`config.mk`:
```
export PLATFORM = sky130hd
export DESIGN_NAME = muldiv_unit
export DESIGN_NICKNAME = d
export VERILOG_FILES = /design/src/rtl/muldiv_pkg.sv /design/src/rtl/muldiv_special_detect.sv /design/src/rtl/muldiv_unit.sv
export SDC_FILE = /design/constraint.sdc
export NUM_CORES = 1
export LEC_CHECK = 0
export ABC_AREA = 1
export CAP_MARGIN = 15
export CORE_ASPECT_RATIO = 1.75
export CORE_MARGIN = 2
export CORE_UTILIZATION = 61
export CTS_BUF_LIST = sky130_fd_sc_hd__clkbuf_2 sky130_fd_sc_hd__clkbuf_4 sky130_fd_sc_hd__clkbuf_8
export DETAILED_ROUTE_END_ITERATION = 16
export GPL_TIMING_DRIVEN = 0
export PLACE_DENSITY = 0.93
export SYNTH_ARGS = -nofsm -noshare
export SYNTH_HDL_FRONTEND = slang
export SYNTH_SLANG_ARGS = --single-unit
export TNS_END_PERCENT = 20
```
`constraint.sdc`:
```
create_clock -name i_CLK -period 7.93 [get_ports i_CLK]
set_input_delay 1.1895 -clock i_CLK [delete_from_list [all_inputs] [get_ports i_CLK]]
set_output_delay 1.1895 -clock i_CLK [all_outputs]
set_load 0.005 [all_outputs]
```
`src/rtl/muldiv_pkg.sv`:
```
`timescale 1ns/1ps
// Shared types and operation-decoding helpers for the RV32M multiply/divide unit.
package muldiv_pkg;

  typedef enum logic [2:0] {
    MUL    = 3'b000,
    MULH   = 3'b001,
    MULHSU = 3'b010,
    MULHU  = 3'b011,
    DIV    = 3'b100,
    DIVU   = 3'b101,
    REM    = 3'b110,
    REMU   = 3'b111
  } md_op_e;

  typedef enum logic [1:0] {
    IDLE = 2'b00,
    CALC = 2'b01,
    DONE = 2'b10
  } md_state_e;

  function automatic logic is_div(input md_op_e op);
    return (op inside {DIV, DIVU, REM, REMU});
  endfunction

  function automatic logic is_rem(input md_op_e op);
    return (op inside {REM, REMU});
  endfunction

  function automatic logic a_signed(input md_op_e op);
    return (op inside {MULH, MULHSU, DIV, REM});
  endfunction

  function automatic logic b_signed(input md_op_e op);
    return (op inside {MULH, DIV, REM});
  endfunction

endpackage

```
`src/rtl/muldiv_special_detect.sv`:
```
`timescale 1ns/1ps
// Flags divide-by-zero and signed division overflow and supplies the
// architecturally defined result so those cases skip the iterative datapath.
module muldiv_special_detect import muldiv_pkg::*; #(
  parameter int XLEN = 32
) (
  input  md_op_e          op,
  input  logic [XLEN-1:0] src_a,
  input  logic [XLEN-1:0] src_b,
  output logic            is_special,
  output logic [XLEN-1:0] special_result
);

  logic div_zero_s;
  logic overflow_s;

  assign div_zero_s = is_div(op) && (src_b == {XLEN{1'b0}});
  assign overflow_s = is_div(op) && a_signed(op)
                      && (src_a == {1'b1, {(XLEN-1){1'b0}}})
                      && (src_b == {XLEN{1'b1}});
  assign is_special = div_zero_s || overflow_s;

  // Select the fixed result for whichever special case fired.
  always_comb begin
    special_result = {XLEN{1'b0}};
    if (div_zero_s) begin
      special_result = is_rem(op) ? src_a : {XLEN{1'b1}};
    end else if (overflow_s) begin
      special_result = is_rem(op) ? {XLEN{1'b0}} : src_a;
    end else begin
      special_result = {XLEN{1'b0}};
    end
  end

endmodule

```
`src/rtl/muldiv_unit.sv`:
```
`timescale 1ns/1ps
// Iterative RV32M multiply/divide unit: shift-add multiply and restoring divide,
// one bit per cycle, with a valid/ready request side and a held result.
module muldiv_unit import muldiv_pkg::*; #(
  parameter int XLEN = 32
) (
  input  logic            i_CLK,
  input  logic            i_RST,
  input  logic            i_Valid,
  output logic            o_Ready,
  input  logic [2:0]      i_MDCtrl,
  input  logic [XLEN-1:0] i_SrcA,
  input  logic [XLEN-1:0] i_SrcB,
  input  logic            i_Flush,
  output logic            o_Valid,
  input  logic            i_Ready,
  output logic [XLEN-1:0] o_Result,
  output logic            o_Zero
);

  localparam int CNT_W = $clog2(XLEN);

  md_state_e        state_r;
  md_op_e           op_r;
  md_op_e           in_op_s;
  logic [CNT_W-1:0] cnt_r;
  logic             neg_r;
  // hi/lo form the product accumulator for multiplies and the
  // remainder/quotient pair for divides; opb holds multiplicand or divisor.
  logic [XLEN-1:0]  hi_r;
  logic [XLEN-1:0]  lo_r;
  logic [XLEN-1:0]  opb_r;

  logic             sign_a_s;
  logic             sign_b_s;
  logic [XLEN-1:0]  mag_a_s;
  logic [XLEN-1:0]  mag_b_s;
  logic             special_s;
  logic [XLEN-1:0]  special_res_s;

  logic [XLEN:0]    mul_sum_s;
  logic [XLEN:0]    div_shift_s;
  logic [XLEN-1:0]  div_sub_s;
  logic             div_ge_s;
  logic [XLEN-1:0]  hi_nxt_s;
  logic [XLEN-1:0]  lo_nxt_s;
  logic [2*XLEN-1:0] prod_fix_s;
  logic [XLEN-1:0]  quo_fix_s;
  logic [XLEN-1:0]  rem_fix_s;
  logic [XLEN-1:0]  calc_res_s;

  assign in_op_s  = md_op_e'(i_MDCtrl);
  assign sign_a_s = a_signed(in_op_s) && i_SrcA[XLEN-1];
  assign sign_b_s = b_signed(in_op_s) && i_SrcB[XLEN-1];
  // The most-negative value's magnitude 2^(XLEN-1) is exact as an unsigned XLEN-bit value.
  assign mag_a_s  = sign_a_s ? -i_SrcA : i_SrcA;
  assign mag_b_s  = sign_b_s ? -i_SrcB : i_SrcB;

  muldiv_special_detect #(.XLEN(XLEN)) u_special (
    .op             (in_op_s),
    .src_a          (i_SrcA),
    .src_b          (i_SrcB),
    .is_special     (special_s),
    .special_result (special_res_s)
  );

  assign mul_sum_s   = {1'b0, hi_r} + (lo_r[0] ? {1'b0, opb_r} : {(XLEN+1){1'b0}});
  assign div_shift_s = {hi_r, lo_r[XLEN-1]};
  assign div_ge_s    = (div_shift_s >= {1'b0, opb_r});
  assign div_sub_s   = div_shift_s[XLEN-1:0] - opb_r;

  // One iteration of either shift-add multiply or restoring divide.
  always_comb begin
    hi_nxt_s = hi_r;
    lo_nxt_s = lo_r;
    if (is_div(op_r)) begin
      if (div_ge_s) begin
        hi_nxt_s = div_sub_s;
        lo_nxt_s = {lo_r[XLEN-2:0], 1'b1};
      end else begin
        hi_nxt_s = div_shift_s[XLEN-1:0];
        lo_nxt_s = {lo_r[XLEN-2:0], 1'b0};
      end
    end else begin
      hi_nxt_s = mul_sum_s[XLEN:1];
      lo_nxt_s = {mul_sum_s[0], lo_r[XLEN-1:1]};
    end
  end

  assign prod_fix_s = neg_r ? -{hi_nxt_s, lo_nxt_s} : {hi_nxt_s, lo_nxt_s};
  assign quo_fix_s  = neg_r ? -lo_nxt_s : lo_nxt_s;
  assign rem_fix_s  = neg_r ? -hi_nxt_s : hi_nxt_s;

  // Pick the sign-corrected result field for the latched operation.
  always_comb begin
    calc_res_s = {XLEN{1'b0}};
    case (op_r)
      MUL:                 calc_res_s = prod_fix_s[XLEN-1:0];
      MULH, MULHSU, MULHU: calc_res_s = prod_fix_s[2*XLEN-1:XLEN];
      DIV, DIVU:           calc_res_s = quo_fix_s;
      REM, REMU:           calc_res_s = rem_fix_s;
      default:             calc_res_s = {XLEN{1'b0}};
    endcase
  end

  // Control FSM, datapath registers and registered handshake/result outputs.
  always_ff @(posedge i_CLK or posedge i_RST) begin
    if (i_RST) begin
      state_r  <= IDLE;
      op_r     <= MUL;
      cnt_r    <= {CNT_W{1'b0}};
      neg_r    <= 1'b0;
      hi_r     <= {XLEN{1'b0}};
      lo_r     <= {XLEN{1'b0}};
      opb_r    <= {XLEN{1'b0}};
      o_Ready  <= 1'b1;
      o_Valid  <= 1'b0;
      o_Result <= {XLEN{1'b0}};
      o_Zero   <= 1'b0;
    end else begin
      case (state_r)
        IDLE: begin
          if (i_Flush) begin
            o_Ready <= 1'b1;
          end else if (i_Valid) begin
            op_r    <= in_op_s;
            o_Ready <= 1'b0;
            if (special_s) begin
              o_Result <= special_res_s;
              o_Zero   <= (special_res_s == {XLEN{1'b0}});
              o_Valid  <= 1'b1;
              state_r  <= DONE;
            end else begin
              cnt_r   <= CNT_W'(XLEN-1);
              hi_r    <= {XLEN{1'b0}};
              lo_r    <= is_div(in_op_s) ? mag_a_s : mag_b_s;
              opb_r   <= is_div(in_op_s) ? mag_b_s : mag_a_s;
              neg_r   <= is_rem(in_op_s) ? sign_a_s : (sign_a_s ^ sign_b_s);
              state_r <= CALC;
            end
          end else begin
            o_Ready <= 1'b1;
          end
        end
        CALC: begin
          if (i_Flush) begin
            o_Ready <= 1'b1;
            state_r <= IDLE;
          end else begin
            hi_r <= hi_nxt_s;
            lo_r <= lo_nxt_s;
            if (cnt_r == {CNT_W{1'b0}}) begin
              o_Result <= calc_res_s;
              o_Zero   <= (calc_res_s == {XLEN{1'b0}});
              o_Valid  <= 1'b1;
              state_r  <= DONE;
            end else begin
              cnt_r <= cnt_r - CNT_W'(1);
            end
          end
        end
        DONE: begin
          if (i_Flush || i_Ready) begin
            o_Valid <= 1'b0;
            o_Ready <= 1'b1;
            state_r <= IDLE;
          end else begin
            o_Valid <= 1'b1;
          end
        end
        default: begin
          o_Valid <= 1'b0;
          o_Ready <= 1'b1;
          state_r <= IDLE;
        end
      endcase
    end
  end

endmodule

```
==> impl_metrics.env, run 1 <==
export IMPL_cts_resized=0
export IMPL_syn_avg_cell_area_um2=5.583
export IMPL_grt_ovfl_total=221
export IMPL_place_congestion=1.366
export IMPL_synth_cells=3422
export IMPL_grt_start_max_net_pins=98
export IMPL_yosysWarnings=0
export IMPL_synth_cell_type_count=55
export IMPL_die_h_um=238.1
export IMPL_synth_nets=3566
export IMPL_io_buffer_count=106
export IMPL_synthFlopType="dfrtp_1"
export IMPL_grt_pass1_wl_um=177700
export IMPL_run_status="aborted with a tool error"
export IMPL_ys_seq_elements=142
export IMPL_stop_stage="global routing (5_1_grt)"
export IMPL_cts_max_path_buffers=2
export IMPL_seq_area_frac_synth=0.1861
export IMPL_synth_area_mm2=0.01911
export IMPL_grt_usage=0.7119
export IMPL_io_pins=107
export IMPL_dp_hpwl_um=77810
export IMPL_async_flop_share=1.000
export IMPL_die_x_um=137.8
export IMPL_cts_made_buffers=17
export IMPL_clockRootBuffer="clkbuf_8"
export IMPL_post_cts_buffers=0
export IMPL_ctsHoldBuffers=0
export IMPL_initial_core_util=0.6195
export IMPL_h_tree_depth=4
export IMPL_grt_pass1_vias=26860
export IMPL_cts_sinks=142
export IMPL_error_line="[ERROR GRT-0116] Global routing finished with congestion. Check the congestion regions in the DRC Viewer."
export IMPL_fp_row_count=85
export IMPL_synth_edf_count=0
## kinds of logic after synthesis
| group | synth area share |
|---|---|
| AOI/OAI and AO/OA | 0.1486 |
| buffers and inverters | 0.1286 |
| xor gates and xnor gates | 0.03988 |
| DFF | 0.1861 |
| adders and majority gates | 0.04794 |
| muxes | 0.001179 |
| and+or+nand+nor | 0.4477 |
## stage by stage
step / instances / setup WS, ns / utilization / instance area (µm²) / hold slack [ns]
CTS: 3951 / 2.300 / 0.6828 / 21060 / 0.4856
detailed placement: 3920 / 2.328 / 0.6708 / 20690 / 0.4671
floorplan: 3422 / 2.933 / - / 19110 / 0.4478
global placement: 3919 / 0.9197 / 0.6697 / 20660 / 0.4625
## cells in the mapped netlist, types with 38 or more instances
cell      instances  area (µm²)
a21oi_1         134       670.6
clkbuf_1         68       255.2
dfrtp_1         141        3528
ha_1             70       875.8
inv_1           493        1851
nand2_1        1048        3934
nand3_1         342        1712
nand4_1          66       412.9
nor2_1          354        1329
nor3_1           38       190.2
o21ai_0         228        1141
o22ai_1          51       319.1
xor2_1           72       630.6
## layer usage
metal,overflow,track usage
met3,3,0.4865
met4,98,0.7285
met1,5,0.7214
met2,115,0.9124
met5,0,0.08571
==> inputs of run 2 (changes only) <==
Settings changed: CORE_ASPECT_RATIO 1.75 to default, CORE_UTILIZATION 61 to 40, CTS_BUF_LIST sky130_fd_sc_hd__clkbuf_2 sky130_fd_sc_hd__clkbuf_4 sky130_fd_sc_hd__clkbuf_8 to default, PLACE_DENSITY 0.93 to default, PLACE_DENSITY_LB_ADDON from default to 0.15.
==> impl_metrics.env, run 2 <==
export IMPL_ant_nets=0
export IMPL_p_int_w=0.004076
export IMPL_crit_path_top_delay_cell="dfrtp_1"
export IMPL_io_buffer_count=106
export IMPL_crit_required_ns=8.35
export IMPL_synth_area_top_cells="nand2_1 (21%), dfrtp_1 (18%), inv_1 (9.7%)"
export IMPL_drt_iter0_drc=2965
export IMPL_p_seq_frac=0.118
export IMPL_p_leak_nw=11.10
export IMPL_switchingPower_w=0.007514
export IMPL_crit_fanout=10
export IMPL_share_comb_of_total_power=0.810
export IMPL_postLayoutCoreUtil=0.4541
export IMPL_insertion_delay_ns=0.50
export IMPL_cts_max_path_buffers=2
export IMPL_pwr_density_cell_mw_per_mm2=537.9
export IMPL_fin_nets=3692
export IMPL_areaGrowthSynthToFinish_pct=12.78
export IMPL_core_region_area_mm2=0.04745
export IMPL_fin_crit_sh=0.7503
export IMPL_tightestPinTransition_ns=1.319
export IMPL_cts_sinks=142
export IMPL_crit_path_frequent_cell="nand2_1"
export IMPL_viasPerCell=5.686
export IMPL_ys_seq_elements=142
export IMPL_cts_made_buffers=17
export IMPL_fp_row_count=80
export IMPL_synthFlopType="dfrtp_1"
export IMPL_io_pins=107
export IMPL_vias=23750
export IMPL_yosysTopAreaCell="nand2_1"
export IMPL_seq_area_frac_synth=0.1861
export IMPL_drc=0
export IMPL_mostFrequentLayoutCells="nand2_1 (1048), inv_1 (492), nor2_1 (354), nand3_1 (342), o21ai_0 (228)"
export IMPL_synth_edf_count=0
export IMPL_async_flop_share=1.000
export IMPL_tns_ns=0
export IMPL_synth_cells=3422
export IMPL_clock_power_share=0.072
export IMPL_post_cts_buffers=0
export IMPL_cts_resized=0
export IMPL_routedWlPerCell_um=22.23
export IMPL_place_congestion=1.045
export IMPL_layout_commonest_cell="nand2_1"
export IMPL_yosysWarnings=0
export IMPL_synth_top_area_frac=0.2059
export IMPL_synth_most_common_cell="nand2_1"
export IMPL_timing_final_ws_setup_ns=1.980
export IMPL_grt_pass1_vias=22160
export IMPL_crit_path_start_kind="flop"
export IMPL_hold_violations=0
export IMPL_swShare=0.6483
export IMPL_layout_drive_gt1_share=0.04999
export IMPL_drt_first_pass_iters=8
export IMPL_h_tree_depth=4
export IMPL_synth_cell_type_count=55
export IMPL_cp_slowest_stage_delay_ns=0.49
export IMPL_fmax_mhz=168.1
export IMPL_dp_hpwl_um=77290
export IMPL_path_clk_slew_ns=0.07
export IMPL_cap_violations=0
export IMPL_min_path_type="flop to flop"
export IMPL_critPathArrivalTime_ns=6.37
export IMPL_clockRootBuffer="clkbuf_16"
export IMPL_period_needed_ns=5.950
export IMPL_grt_ovfl_total=0
export IMPL_fillers=5376
export IMPL_multiInputGateArea_mm2=0.01309
export IMPL_ys_top_cells_by_count="nand2_1 (1048), inv_1 (493), nor2_1 (354), nand3_1 (342), o21ai_0 (228)"
export IMPL_finClkSkew_ns=0.01200
export IMPL_synth_nets=3566
export IMPL_drv_slew=0
export IMPL_ff_latch_area_mm2=0.003555
export IMPL_ir_worst_vdd_mv=0.2197
export IMPL_grt_usage=0.3705
export IMPL_dieArea_mm2=0.04953
export IMPL_stdcell_area_mm2=0.02155
export IMPL_initial_core_util=0.4027
export IMPL_die_x_um=222.6
export IMPL_grt_pass1_wl_um=136600
export IMPL_run_status="complete, no violations"
export IMPL_postPlaceCellArea_mm2=0.02097
export IMPL_pre_cts_ws_ns=2.176
export IMPL_setup_viol=0
export IMPL_end_kind="flop"
export IMPL_routed_wl_um=92850
export IMPL_rsz0062_at_grt="no"
export IMPL_syn_avg_cell_area_um2=5.583
export IMPL_antenna_found_initial=0
export IMPL_die_h_um=222.6
export IMPL_worstSetupPathType="flop to flop"
export IMPL_ctsHoldBuffers=0
export IMPL_grt_start_max_net_pins=93
export IMPL_cts_tree="yes"
export IMPL_finalPower_w=0.01159
export IMPL_relSlewSlack=0.1115
export IMPL_synth_area_mm2=0.01911
## run 2: layout make-up
class                      instances  area share
antenna                            1   0.0001161
buffer                           113     0.02433
clock buffer                      17     0.01974
clock inverter                    15    0.006968
inverter                         515     0.08995
multi-input combinational       2652      0.6077
sequential                       142      0.1650
tap                              615     0.03571
timing repair buffer             107     0.05052
## run 2: final timing paths
kind / start / to / slack (ns) / cells past startpoint
max: opb_r[28]$_DFFE_PP0P_ / o_Zero$_DFFE_PP0P_ / 1.98 / 32
min reg2reg: o_Result[27]$_DFFE_PP0P_ / o_Result[27]$_DFFE_PP0P_ / 0.49 / 2
max reg2reg: opb_r[28]$_DFFE_PP0P_ / o_Zero$_DFFE_PP0P_ / 1.98 / 32
min: o_Result[27]$_DFFE_PP0P_ / o_Result[27]$_DFFE_PP0P_ / 0.49 / 2
max in group asynchronous: i_RST / hi_r[24]$_DFFE_PP0P_ / 5.94 / 3
min in group asynchronous: i_RST / o_Result[31]$_DFFE_PP0P_ / 1.12 / 2
## run 2: routing by layer
metal | wire (µm) | vias to the layer above | track usage
met1 | 37240 | 10910 | 0.4651
met3 | 8353 | 289 | 0.06916
met4 | 6606 | 0 | 0.2345
met2 | 40650 | 1240 | 0.5858
li1 | - | 11310 | -
met5 | 0 | - | 0
## run 2: critical path: cells and delay by family (launching register included)
family,cells,cell delay (ns)
and+or+nand+nor,25,3.68
AOI/OAI and AO/OA,3,0.82
adders and majority gates,2,0.63
DFF,1,0.49
buffers and inverters,2,0.25
## run 2: logic make-up after synthesis
kind of cell,Yosys count,synth area share
buffers and inverters,628,0.1286
AOI/OAI and AO/OA,511,0.1486
DFF,142,0.1861
muxes,2,0.001179
xor gates and xnor gates,87,0.03988
adders and majority gates,72,0.04794
and+or+nand+nor,1980,0.4477
## run 2: per-stage QoR
| step | hold slack, ns | instances |
|---|---|---|
| floorplan | 0.4478 | 3422 |
| global placement | 0.4724 | 4143 |
| detailed placement | 0.4681 | 4144 |
| CTS | 0.4883 | 4176 |
| global route | 0.5047 | 4176 |
| finish | 0.4860 | 4177 |
## run 2: power by group through the flow
| stage | clock network (W) | logic [W] | registers (W) |
|---|---|---|---|
| after floorplan | 0 | 0.00594 | 0.00122 |
| after global placement | 0 | 0.00903 | 0.00136 |
| after detailed placement | 0 | 0.00902 | 0.00136 |
| after CTS | 0.000834 | 0.00907 | 0.00135 |
| after global routing | 0.000864 | 0.0101 | 0.00138 |
| final | 0.000836 | 0.00939 | 0.00136 |
Power figures use the tool's default switching activity.
